## src/rtl/jt1943_objbus.sv

```systemverilog
// Purpose: CPU-side responder for the object DMA: OKOUT request latch, BUSRQ/BUSAK bus handover, work-RAM mux.
// Latency: OKOUT 1 clk after okout_wr; cpu_busrq 1 cen6 tick after bus_req; bus_ack SYNC+1 ticks after steady cpu_busak.
// Backpressure: the DMA waits on bus_ack; the CPU is held off through cpu_busrq until it answers with cpu_busak.
//
// Ports:
//   clk, rst_n, cen6         clock, async active-low reset, 6 MHz enable
//   LVBL, okout_wr           vertical blank (active-low), CPU strobe to OKOUT address
//   cpu_AB/cpu_dout/cpu_ram_we  CPU side of the work RAM
//   cpu_busrq/cpu_busak      bus request to the CPU and its acknowledge
//   OKOUT/bus_req/bus_ack    DMA start request, DMA bus request, bus grant
//   blen/obj_AB/DB           DMA address valid, DMA address, registered read data
//   ram_addr/ram_din/ram_we/ram_dout  work RAM port
//   stall                    saturating count of ticks spent waiting in REQ
module jt1943_objbus #(
    parameter int SYNC   = 2,
    parameter int STALLW = 8
) (
    input  logic              clk,
    input  logic              rst_n,
    input  logic              cen6,
    input  logic              LVBL,
    input  logic              okout_wr,
    input  logic [12:0]       cpu_AB,
    input  logic [7:0]        cpu_dout,
    input  logic              cpu_ram_we,
    output logic              cpu_busrq,
    input  logic              cpu_busak,
    output logic              OKOUT,
    input  logic              bus_req,
    output logic              bus_ack,
    input  logic              blen,
    input  logic [12:0]       obj_AB,
    output logic [7:0]        DB,
    output logic [12:0]       ram_addr,
    output logic [7:0]        ram_din,
    output logic              ram_we,
    input  logic [7:0]        ram_dout,
    output logic [STALLW-1:0] stall
);

    localparam int SW = $clog2(SYNC + 1);

    typedef enum logic [1:0] {
        IDLE    = 2'd0,
        REQ     = 2'd1,
        GRANT   = 2'd2,
        RELEASE = 2'd3
    } state_t;

    state_t            state, state_nx;
    logic [SW-1:0]     sync_cnt, sync_nx;
    logic              busrq_nx, ack_nx;
    logic [STALLW-1:0] stall_nx;
    logic              lvbl_l;

    always_ff @(posedge clk or negedge rst_n) begin
        if (!rst_n) begin
            state     <= IDLE;
            sync_cnt  <= '0;
            cpu_busrq <= 1'b0;
            bus_ack   <= 1'b0;
            stall     <= '0;
        end else if (cen6) begin
            state     <= state_nx;
            sync_cnt  <= sync_nx;
            cpu_busrq <= busrq_nx;
            bus_ack   <= ack_nx;
            stall     <= stall_nx;
        end
    end

    always_comb begin
        state_nx = state;
        sync_nx  = sync_cnt;
        busrq_nx = cpu_busrq;
        ack_nx   = bus_ack;
        stall_nx = stall;
        case (state)
            IDLE: begin
                if (bus_req) begin
                    state_nx = REQ;
                    busrq_nx = 1'b1;
                    stall_nx = '0;
                    sync_nx  = '0;
                end
            end
            REQ: begin
                stall_nx = (&stall) ? stall : stall + STALLW'(1);
                // A dropped request wins over a grant that would land on the same tick.
                if (!bus_req) begin
                    state_nx = RELEASE;
                    busrq_nx = 1'b0;
                    sync_nx  = '0;
                end else if (sync_cnt == SW'(SYNC)) begin
                    state_nx = GRANT;
                    ack_nx   = 1'b1;
                    sync_nx  = '0;
                end else begin
                    // Any low sample of cpu_busak restarts the debounce.
                    sync_nx = cpu_busak ? sync_cnt + SW'(1) : '0;
                end
            end
            GRANT: begin
                if (!bus_req) begin
                    state_nx = RELEASE;
                    ack_nx   = 1'b0;
                    busrq_nx = 1'b0;
                end
            end
            RELEASE: begin
                // New requests wait here until the CPU has really taken the bus back.
                if (!cpu_busak) state_nx = IDLE;
            end
            default: state_nx = IDLE;
        endcase
    end

    // OKOUT: set from the CPU strobe on any clk; set has priority over clear.
    always_ff @(posedge clk or negedge rst_n) begin
        if (!rst_n) begin
            OKOUT  <= 1'b0;
            lvbl_l <= 1'b1;
        end else begin
            if (okout_wr)
                OKOUT <= 1'b1;
            else if (cen6 && (bus_req || (LVBL && !lvbl_l)))
                OKOUT <= 1'b0;
            if (cen6) lvbl_l <= LVBL;
        end
    end

    always_ff @(posedge clk or negedge rst_n) begin
        if (!rst_n) DB <= '0;
        else        DB <= ram_dout;
    end

    // CPU writes are blocked for the whole grant, not only while blen is high.
    always_comb begin
        ram_din = cpu_dout;
        if (bus_ack && blen) begin
            ram_addr = obj_AB;
            ram_we   = 1'b0;
        end else begin
            ram_addr = cpu_AB;
            ram_we   = cpu_ram_we & ~bus_ack;
        end
    end

endmodule

```

## config.mk

```make
export PLATFORM = sky130hd
export DESIGN_NAME = jt1943_objbus
export DESIGN_NICKNAME = d
export VERILOG_FILES = /design/src/rtl/jt1943_objbus.sv
export SDC_FILE = /design/constraint.sdc
export NUM_CORES = 1
export LEC_CHECK = 0
export BUFFER_PORTS_ARGS = -buffer_cell sky130_fd_sc_hd__buf_2
export CAP_MARGIN = 20
export CORE_UTILIZATION = 45
export DETAILED_ROUTE_END_ITERATION = 6
export GPL_TIMING_DRIVEN = 0
export PLACE_DENSITY = 0.87
export SLEW_MARGIN = 25
export SYNTH_ARGS = -nofsm -noshare
export SYNTH_HDL_FRONTEND = slang
export SYNTH_SLANG_ARGS = --single-unit
```

## constraint.sdc

```tcl
create_clock -name clk -period 2.9 [get_ports clk]
set_clock_uncertainty 0.2 [all_clocks]
set_input_delay 0.58 -clock clk [delete_from_list [all_inputs] [get_ports clk]]
set_output_delay 0.58 -clock clk [all_outputs]
set_load 0.02 [all_outputs]
```

==> results of run 1 <==
[stage by stage]
stage | hold slack, ns | total power [mW] | instance area [sq um] | util
finish | 0.0276 | 1.43 | 1900 | 0.666
global route | 0.0475 | 1.53 | 1900 | 0.666
CTS | 0.0326 | 1.44 | 1900 | 0.666
detailed placement | 0.260 | 1.19 | 1850 | 0.647
global placement | 0.256 | 1.17 | 1850 | 0.647
floorplan | 0.0844 | 0.980 | 1400 | -
[final timing paths]
path,end,slack (ns),cells past startpoint
min in group clk,DB[1],0.16,1
max reg2reg,stall[4],0.79,7
max in group asynchronous,lvbl_l,2.11,1
min reg2reg,OKOUT,0.29,1
max,ram_addr[11],0.25,4
min,DB[1],0.03,1
[area by class of cell]
type	instances	area [sq um]	area share
clock buffers	3	22.5	0.0119
clock inverters	1	30.0	0.0158
multi-input cells	93	691	0.364
plain buffers	13	82.6	0.0435
flip-flops and latches	24	602	0.317
well taps	31	38.8	0.0204
inverters	6	22.5	0.0119
repair buffers	82	410	0.216
[state kept, by name, indices dropped and copies added (netlist names)]
register,flops
stall,8
sync_cnt,2
OKOUT,1
bus_ack,1
DB,8
state,2
cpu_busrq,1
lvbl_l,1
[power groups by stage]
stage,logic [mW],clock network [mW],registers (mW)
6_report,0.688,0.243,0.498
5_1_grt,0.760,0.262,0.512
4_1_cts,0.693,0.245,0.497
3_5_place_dp,0.691,0,0.503
3_3_place_gp,0.671,0,0.499
2_1_floorplan,0.422,0,0.558
[per-layer routing]
layer	wire length [microns]	vias up	global-route usage
li1	-	648	-
met1	1300	599	0.218
met2	1760	78	0.424
met3	349	4	0.0513
met4	27	0	0.0442
met5	0	-	0
[Yosys cell counts (2+ instances only)]
library cell  count  share of area
dfrtp_1          23           0.41
nand2_1          21          0.056
mux2_2           15           0.12
buf_4             8          0.043
nand3_1           8          0.029
ha_1              7          0.063
inv_1             6          0.016
o21ai_0           6          0.021
nor2_1            5          0.013
buf_2             3          0.011
nand3b_1          3          0.016
nor2b_1           3          0.013
or4b_1            3          0.021
a21o_1            2          0.011
nand2b_1          2         0.0090
o221ai_1          2          0.013
[cell families after synthesis]
family          count (synthesis)  share of synthesized area
simple gates                   51                      0.190
flops                          24                      0.431
buf+inv                        19                     0.0752
compound gates                 18                      0.103
mux                            17                      0.139
fa+ha+maj                       7                     0.0627
==> summary.md, run 1 <==
| Metric | Value |
|---|---|
| Setup WS post-layout | `~0.25 ns` |
| Kind of critical path | `register to output pin` |
| Slew headroom | `0.637` |
| Post-Route Setup TNS | `0 ns` |
| CP cell instances | `nand2_1 > buf_1 > mux2_2 > buf_2` |
| Pleak | `about 0.99 nW` |
| Layout Cells excl Fill | `253` |
| Final WL | `3.44 mm` |
| Syn Area/Cell | `10.3 sq um` |
| Arrival @ worst endpoint | `roughly 1.9 ns` |
| Placed Cells incl. Taps | `about 250` |
| Status | `complete, but fails checks` |
| Clock Latency Late Sink | `0.31 ns` |
| Inserted Clock Buffers | `3` |
| GRT Overall Usage | `0.211` |
| Sequential share of power | `0.349` |
| Worst-margin pin slew | `0.544 ns` |
| Worst Path Required | `2.12 ns` |
| Syn nets | `194` |
| Cells after Synth | `approximately 140` |
| Failing checks | `DRC` |
| Sequential-to-total area share from yosys stat | `0.431` |
| Clk buf depth | `2` |
| Int Power | `845 uW` |
| First-pass GRT wire length | `5.40 mm` |
| Nature of the critical path startpoint | `register` |
| Die H | `57.7 microns` |
| Fraction of registers with async set/reset | `1.00` |
| Hold-fix buffers, CTS | `0` |
| Final Critical Period | `2.65 ns` |
| CTS tree | `built` |
| Worst-path maximum fanout | `10` |
| Number of synthesized flops with an enable pin | `0` |
| Initial antenna violation count | `0` |
| Final ANT Viol Nets | `0` |
| Core Box Area | `0.00285 sq mm` |
| Sw power | `around 580 uW` |
| Vias in the first global route | `approximately 1300` |
| Commonest cells after routing, fill and taps aside | `buf_2 (85), dfrtp_1 (23), nand2_1 (21)` |
| Max VDD drop | `~480 uV` |
| Layout area overhead | `35.9%` |
| Final Cycle Share | `0.914` |
| Critical path launch point | `bus_ack` |
| Worst Path Buf+Inv | `2` |
| Final count of hold timing violations | `0` |
| CP endpoint kind | `output pin` |
| Share of layout cells above drive strength 1 | `0.518` |
| Grt total ovfl | `0` |
| Largest net degree at the start of global routing | `25` |
| Top_reg_cell synth | `dfrtp_1` |
| Combinational Power Share | `0.482` |
| Sink Count | `24` |
| Syn. warnings | `0` |
| Die area | `~0.0033 sq mm` |
| Most common cell after layout, fill and taps aside | `buf_2` |
| Fill cell count | `245` |
| Max_cap viols | `0` |
| Drt drc | `10` |
| H-tree levels | `1` |
| Yosys reg bits | `24` |
| Post-layout nets | `approximately 280` |
| Final slew viol count | `0` |
| HP Class | `primary input to asynchronous set/reset pin` |
| Fmax | `377 MHz` |
| Synth Cell Area | `0.00140 sq mm` |
| Setup Fix Bufs, Post-CTS | `0` |
| Place WS | `0.354 ns` |
| CP delay by family, top | `buffers and inverters` |
| Die X | `57.7 microns` |
| Clk pwr share | `0.170` |
| Max stage delay on crit path | `0.44 ns` |
| Synth cell types | `35` |
| Switching portion of total power | `0.409` |
| Vias | `1329` |
| R2R Path Start | `state[1]` |
| Initial DRC Count | `45` |
| # rows | `19` |
| Pwr per Cell Area | `752 mW/mm^2` |
| Setup violations, final | `0` |
| Clock Pin Slew Worst Setup and Hold Paths | `0.13 ns` |
| Top-Level Pins | `92` |
| RSZ-0062 raised after global routing | `no` |
| Diode count | `0` |
| Worst path slowest cell | `dfrtp_1` |
| PostCTS Resize Cnt | `0` |
| Port bufs | `82` |
| Post-DP HPWL | `2.72 mm` |
| Router iterations before antenna repair | `6` |
| Wire length per cell | `13.6 microns` |
| GP Congestion | `0.825` |
| Drt via density | `5.25` |
| Clk root buf | `clkbuf_4` |
| Starting density of the core | `0.490` |
Note: power is estimated with default switching activity, not from simulation.
==> run 2, diff against run 1 <==
--- a/config.mk
+++ b/config.mk
@@ -8,9 +8,12 @@
 export BUFFER_PORTS_ARGS = -buffer_cell sky130_fd_sc_hd__buf_2
 export CAP_MARGIN = 20
 export CORE_UTILIZATION = 45
+export CTS_BUF_LIST = sky130_fd_sc_hd__clkbuf_8 sky130_fd_sc_hd__clkbuf_16
 export DETAILED_ROUTE_END_ITERATION = 6
 export GPL_TIMING_DRIVEN = 0
 export PLACE_DENSITY = 0.87
+export RECOVER_POWER = 100
+export SKIP_CTS_REPAIR_TIMING = 1
 export SLEW_MARGIN = 25
 export SYNTH_ARGS = -nofsm -noshare
 export SYNTH_HDL_FRONTEND = slang
==> run 2 against run 1 <==
Compared with the run above: the flow still finishes with violations (DRC); first-iteration DRC count rose by 44%; utilization fell by 1.8 points; critical path type unchanged; maximum frequency rose by 1.1%; register-to-register slack got worse by 0.38 ns; clock power rose by 22%; worst setup slack improved by 0.030 ns; sequential power barely moved; critical path depth did not move; sequential cell count did not move; die area did not move; non-clock buffer count did not move; highest routed layer unchanged.
==> summary.md, run 2 (synthesis gave the netlist of run 1 again) <==
| Metric | Value |
|---|---|
| # rows | `19 (unchanged)` |
| Pleak | `0.857 nW (-13%)` |
| Clock Pin Slew Worst Setup and Hold Paths | `0.09 ns (-0.04 ns)` |
| Final Cycle Share | `0.904 (-0.0104)` |
| Final slew viol count | `0 (unchanged)` |
| Clock Latency Late Sink | `0.27 ns (-0.04 ns)` |
| Slew headroom | `0.150 (-0.488)` |
| Die H | `57.7 microns (unchanged)` |
| H-tree levels | `1 (unchanged)` |
| Worst path slowest cell | `dfrtp_1` |
| Kind of critical path | `register to output pin` |
| Vias | `1344 (+1.1%)` |
| Final WL | `3.52 mm (+2.4%)` |
| Post-layout nets | `281 (unchanged)` |
| Sw power | `594 uW (+1.7%)` |
| Sink Count | `24 (unchanged)` |
| Setup violations, final | `0 (unchanged)` |
| Combinational Power Share | `0.447 (-0.035)` |
| CP delay by family, top | `buffers and inverters` |
| Commonest cells after routing, fill and taps aside | `clkbuf_1 (46), buf_2 (41), dfrtp_1 (23)` |
| Starting density of the core | `0.490 (unchanged)` |
| Max stage delay on crit path | `0.43 ns (about the same)` |
| Int Power | `849 uW (+0.48%)` |
| Arrival @ worst endpoint | `1.84 ns (-0.03 ns)` |
| Layout area overhead | `32.3%` |
| Fmax | `381 MHz (+1.1%)` |
| First-pass GRT wire length | `5.46 mm (+1.1%)` |
| Nature of the critical path startpoint | `register` |
| Inserted Clock Buffers | `3 (unchanged)` |
| Worst Path Required | `2.12 ns (about the same)` |
| Fill cell count | `269 (+9.8%)` |
| Vias in the first global route | `1305 (+0.85%)` |
| GP Congestion | `0.825 (unchanged)` |
| Failing checks | `DRC` |
| Initial antenna violation count | `0 (unchanged)` |
| Die X | `57.7 microns (unchanged)` |
| Status | `complete, but fails checks` |
| Grt total ovfl | `0 (unchanged)` |
| Place WS | `0.354 ns (unchanged)` |
| Diode count | `0 (unchanged)` |
| Sequential share of power | `0.347 (-0.002)` |
| Worst Path Buf+Inv | `2 (unchanged)` |
| Die area | `0.00333 sq mm (unchanged)` |
| Worst-margin pin slew | `1.28 ns (+0.732 ns)` |
| Top-Level Pins | `92 (unchanged)` |
| Switching portion of total power | `0.411 (+0.00287)` |
| Final Critical Period | `2.62 ns (-0.0300 ns)` |
| Most common cell after layout, fill and taps aside | `clkbuf_1` |
| GRT Overall Usage | `0.218 (+0.00766)` |
| Initial DRC Count | `65 (+44%)` |
| Post-DP HPWL | `2.72 mm (unchanged)` |
| CP endpoint kind | `output pin` |
| Largest net degree at the start of global routing | `25 (unchanged)` |
| Setup WS post-layout | `0.278 ns (+0.0300 ns)` |
| Final count of hold timing violations | `0 (unchanged)` |
| Top Registers | `DB: 8 flops, stall: 8 flops` |
| Most Frequent Cell on Critical Path | `clkbuf_1` |
| Share of layout cells above drive strength 1 | `0.315 (-0.203)` |
| Pwr per Cell Area | `780 mW/mm^2 (+3.7%)` |
| Max_cap viols | `0 (unchanged)` |
| Clk root buf | `clkbuf_8` |
| HP Class | `primary input to register` |
| RSZ-0062 raised after global routing | `no` |
| Wire length per cell | `13.9 microns (+2.4%)` |
| CTS tree | `built` |
| CP cell instances | `nand2_1 > clkbuf_1 > mux2_2 > clkbuf_1` |
| Max VDD drop | `467 uV (-3.3%)` |
| Port bufs | `82 (unchanged)` |
| Final ANT Viol Nets | `0 (unchanged)` |
| Router iterations before antenna repair | `7 (+1)` |
| Post-Route Setup TNS | `0 ns (unchanged)` |
| Drt drc | `9 (-1)` |
| Clk buf depth | `2 (unchanged)` |
| Clk pwr share | `0.205 (+0.035)` |
| Core Box Area | `0.00285 sq mm (unchanged)` |
| Worst-path maximum fanout | `10 (unchanged)` |
| Drt via density | `5.31 (+1.1%)` |
-- run 2: area by class of cell --
cell class | instances | area (sq um) | area share
clock inverter | 1 | 30.0 | 0.0162
clock buffer | 3 | 41.3 | 0.0223
inverter | 6 | 22.5 | 0.0122
buffer | 13 | 78.8 | 0.0426
sequential | 24 | 602 | 0.325
timing repair buffer | 82 | 359 | 0.194
multi-input combinational | 93 | 677 | 0.366
tap | 31 | 38.8 | 0.0210
-- run 2: stage by stage --
stage               power, mW  area (sq um)  std cells  utilization  hold slack, ns
finish                   1.44          1850        253        0.648           0.207
global route             1.54          1850        253        0.648           0.196
CTS                      1.49          1920        253        0.672          0.0911
detailed placement       1.19          1850        249        0.647           0.260
global placement         1.17          1850        249        0.647           0.256
floorplan               0.980          1400        136            -          0.0844
-- run 2: layer usage --
layer / vias up / GRT usage / share of wire / routed length [microns]
li1: 643 / - / - / -
met1: 619 / 0.218 / 0.37 / 1300
met2: 78 / 0.430 / 0.52 / 1820
met4: 0 / 0.0952 / 0.015 / 52
met5: - / 0 / 0 / 0
met3: 4 / 0.0446 / 0.099 / 348
-- run 2: final timing paths --
path | start | to | slack [ns] | cells past startpoint
worst min register to register | OKOUT | OKOUT | 0.28 | 1
worst max register to register | state[1] | stall[0] | 0.41 | 7
worst max-delay path | bus_ack | ram_addr[3] | 0.28 | 4
min in group asynchronous | rst_n | DB[1] | 0.36 | 1
worst min-delay path | ram_dout[1] | DB[1] | 0.21 | 1
max in group asynchronous | rst_n | stall[6] | 1.39 | 1
-- run 2: power by group through the flow --
stage / clock network (mW) / logic, mW / registers, mW
after detailed placement: 0 / 0.691 / 0.503
after global routing: 0.312 / 0.715 / 0.515
after CTS: 0.300 / 0.694 / 0.498
final: 0.296 / 0.645 / 0.501
after floorplan: 0 / 0.422 / 0.558
after global placement: 0 / 0.671 / 0.499
==> run 3, diff against run 2 <==
--- a/config.mk
+++ b/config.mk
@@ -5,13 +5,14 @@
 export SDC_FILE = /design/constraint.sdc
 export NUM_CORES = 1
 export LEC_CHECK = 0
+export ABC_AREA = 1
 export BUFFER_PORTS_ARGS = -buffer_cell sky130_fd_sc_hd__buf_2
 export CAP_MARGIN = 20
-export CORE_UTILIZATION = 45
+export CORE_UTILIZATION = 46
 export CTS_BUF_LIST = sky130_fd_sc_hd__clkbuf_8 sky130_fd_sc_hd__clkbuf_16
 export DETAILED_ROUTE_END_ITERATION = 6
 export GPL_TIMING_DRIVEN = 0
-export PLACE_DENSITY = 0.87
+export PLACE_DENSITY = 0.88
 export RECOVER_POWER = 100
 export SKIP_CTS_REPAIR_TIMING = 1
 export SLEW_MARGIN = 25
==> run 3 against run 2 <==
Compared with the run above: non-clock buffer count fell by 2; count of clock-buffer cells in the layout did not move; global-route usage rose by 0.39 points; register-to-register slack improved by 0.27 ns; the run now ends clean; area after synthesis rose by 4.1%; design area rose by 2.7%; cell count rose by 16%.
==> summary.md, run 3 <==
| Metric | Value |
|---|---|
| Syn. warnings | `0 (unchanged)` |
| First-pass GRT wire length | `5.73 mm (+4.9%)` |
| Die X | `58.2 microns (+0.89%)` |
| Initial antenna violation count | `0 (unchanged)` |
| Layout area overhead | `30.5%` |
| Worst-path maximum fanout | `10 (unchanged)` |
| Syn Area/Cell | `8.98 sq um (-13%)` |
| Synth Cell Area | `0.00146 sq mm (+4.1%)` |
| Yosys reg bits | `24 (unchanged)` |
| Share of the synthesized area in the top cell type | `0.396 (-0.0163)` |
| Final WL | `3.77 mm (+7.0%)` |
| Post-DP HPWL | `2.91 mm (+7.0%)` |
| Yosys top cell by area | `dfrtp_1` |
| Vias | `1417 (+5.4%)` |
| Vias in the first global route | `1308 (+0.23%)` |
| Clock Latency Late Sink | `0.27 ns (about the same)` |
| Die H | `58.2 microns (+0.89%)` |
| Max VDD drop | `476 uV (+2.0%)` |
| Die area | `0.00339 sq mm (+1.8%)` |
| Final ANT Viol Nets | `0 (unchanged)` |
| Router iterations before antenna repair | `4 (-3)` |
| Min-delay src | `ram_dout[0]` |
| Worst Path Required | `2.12 ns (about the same)` |
| GRT Overall Usage | `0.222 (+0.00394)` |
| Kind of critical path | `register to output pin` |
| Placed Cells incl. Taps | `289 (+16%)` |
| HP Class | `primary input to register` |
| Slew headroom | `0.156 (+0.00676)` |
| Sequential-to-total area share from yosys stat | `0.414 (-0.0170)` |
| Layout Cells excl Fill | `293 (+16%)` |
| Top_reg_cell synth | `dfrtp_1` |
| Placed Area | `0.00193 sq mm (+4.3%)` |
| Sink Count | `24 (unchanged)` |
| Final slew viol count | `0 (unchanged)` |
| RSZ-0062 raised after global routing | `no` |
| Top-Level Pins | `92 (unchanged)` |
| Pwr per Cell Area | `707 mW/mm^2 (-9.3%)` |
| Reg2Reg Depth | `7 (unchanged)` |
| Max_cap viols | `0 (unchanged)` |
| Post-Route Setup TNS | `0 ns (unchanged)` |
| Initial DRC Count | `48 (-26%)` |
| Final Hold Slack | `0.218 ns (+0.0112 ns)` |
| Diode count | `0 (unchanged)` |
| Starting density of the core | `0.481 (-0.00933)` |
| H-tree levels | `1 (unchanged)` |
| Synth area leaders | `dfrtp_1 (40%), mux2_2 (10%), nand2_1 (9.5%)` |
| Clk buf depth | `2 (unchanged)` |
| Hold endpoint | `DB[0]` |
| # rows | `20 (+1)` |
| Cells after Synth | `162 (+19%)` |
| Share of layout cells above drive strength 1 | `0.321 (+0.00597)` |
| Core Box Area | `0.00303 sq mm (+6.1%)` |
| R2R Setup Slk | `0.68 ns (+0.27 ns)` |
| Clk root buf | `clkbuf_8` |
| Worst-margin pin slew | `1.27 ns (-0.0101 ns)` |
| Fmax | `422 MHz (+11%)` |
| Synth top cells by count | `nand2_1 (37), dfrtp_1 (23), inv_1 (17)` |
| Worst Path Buf+Inv | `2 (unchanged)` |
| CP delay by family, top | `flip-flops` |
| Arrival @ worst endpoint | `1.59 ns (-0.25 ns)` |
| Worst path slowest cell | `dfrtp_1` |
| Port bufs | `83 (+1.2%)` |
| Top Registers | `DB: 8 flops, stall: 8 flops` |
| Commonest cells after routing, fill and taps aside | `clkbuf_1 (42), buf_2 (41), nand2_1 (40)` |
| Number of synthesized flops with an enable pin | `0 (unchanged)` |
| Wire length per cell | `12.9 microns (-7.6%)` |
| Max stage delay on crit path | `0.42 ns (about the same)` |
| Largest net degree at the start of global routing | `25 (unchanged)` |
| Setup violations, final | `0 (unchanged)` |
| CP cell instances | `nand2_1 > buf_4 > mux2_2 > clkbuf_1` |
| R2R Path End | `stall[1]` |
| Synth cell types | `27 (-23%)` |
| Count leader, synth | `nand2_1` |
| Fraction of registers with async set/reset | `1.00 (unchanged)` |
| CTS tree | `built` |
| Final count of hold timing violations | `0 (unchanged)` |
| Grt total ovfl | `0 (unchanged)` |
| Nature of the critical path startpoint | `register` |
| Drt via density | `4.84 (-9.0%)` |
| Hold depth | `1 (unchanged)` |
| Post-layout nets | `308 (+9.6%)` |
| R2R Path Start | `state[0]` |
| Final Critical Period | `2.37 ns (-0.250 ns)` |
| Syn nets | `220 (+13%)` |
| CP endpoint kind | `output pin` |
| Pleak | `0.935 nW (+9.0%)` |
| Most common cell after layout, fill and taps aside | `clkbuf_1` |
| GP Congestion | `0.813 (-1.5%)` |
| Design Area, Final | `0.00190 sq mm (+2.7%)` |
| Final Cycle Share | `0.818 (-0.0862)` |
| Status | `completed` |
| Drt drc | `0 (-9)` |
| Inserted Clock Buffers | `3 (unchanged)` |
| Clock Pin Slew Worst Setup and Hold Paths | `0.08 ns (about the same)` |
==> run 3: area by class of cell <==
type                    instances  area (sq um)
fillers                       272          1130
multi-input cells             109           658
flip-flops and latches         24           602
repair buffers                 83           363
plain buffers                  10          78.8
inverters                      19          71.3
well taps                      44          55.1
clock buffers                   3          41.3
clock inverters                 1          30.0
==> run 3: worst max path at each step <==
| stage | from | end | slack, ns | depth (start not counted) |
|---|---|---|---|---|
| finish | bus_ack | ram_addr[7] | 0.53 | 4 |
| detailed placement | blen | ram_addr[7] | 0.58 | 5 |
| floorplan | blen | ram_addr[11] | 0.86 | 3 |
| CTS | bus_ack | ram_addr[3] | 0.53 | 4 |
| global route | bus_ack | ram_addr[7] | 0.41 | 4 |
| global placement | blen | ram_addr[7] | 0.59 | 5 |
==> run 3: report_power, final <==
part,internal [mW],total [mW],switching [mW]
combinational,0.221,0.596,0.374
sequential,0.392,0.458,0.0656
clock,0.184,0.290,0.106
==> run 3: per-layer routing <==
metal / GRT usage / vias to the layer above / wire [microns]
li1: - / 680 / -
met2: 0.419 / 80 / 1970
met3: 0.0580 / 14 / 292
met1: 0.234 / 643 / 1390
met4: 0.0850 / 0 / 117
met5: 0 / - / 0
==> run 3: per-stage QoR <==
stage	setup slack, ns	utilization	total power [mW]
4_1_cts	0.533	0.660	1.42
3_5_place_dp	0.583	0.636	1.12
3_3_place_gp	0.594	0.636	1.10
5_1_grt	0.409	0.627	1.43
6_report	0.528	0.627	1.34
2_1_floorplan	0.857	-	0.928
==> run 3: worst register-to-register path, cell delays in order (launching register included) <==
cell	delay, ns
dfrtp_1	0.47
inv_1	0.10
ha_1	0.25
nand2_1	0.08
nand2_1	0.11
nor2_1	0.34
nand2_1	0.30
o21ai_0	0.27
==> run 3: logic make-up after synthesis <==
logic type                 count (synthesis)  share of synthesized area
adders and majority gates                  7                     0.0602
muxes                                     13                      0.101
and+or+nand+nor                           69                      0.233
DFF                                       24                      0.414
AOI/OAI and AO/OA                         19                     0.0834
buffers and inverters                     29                      0.103
xor gates and xnor gates                   1                    0.00602
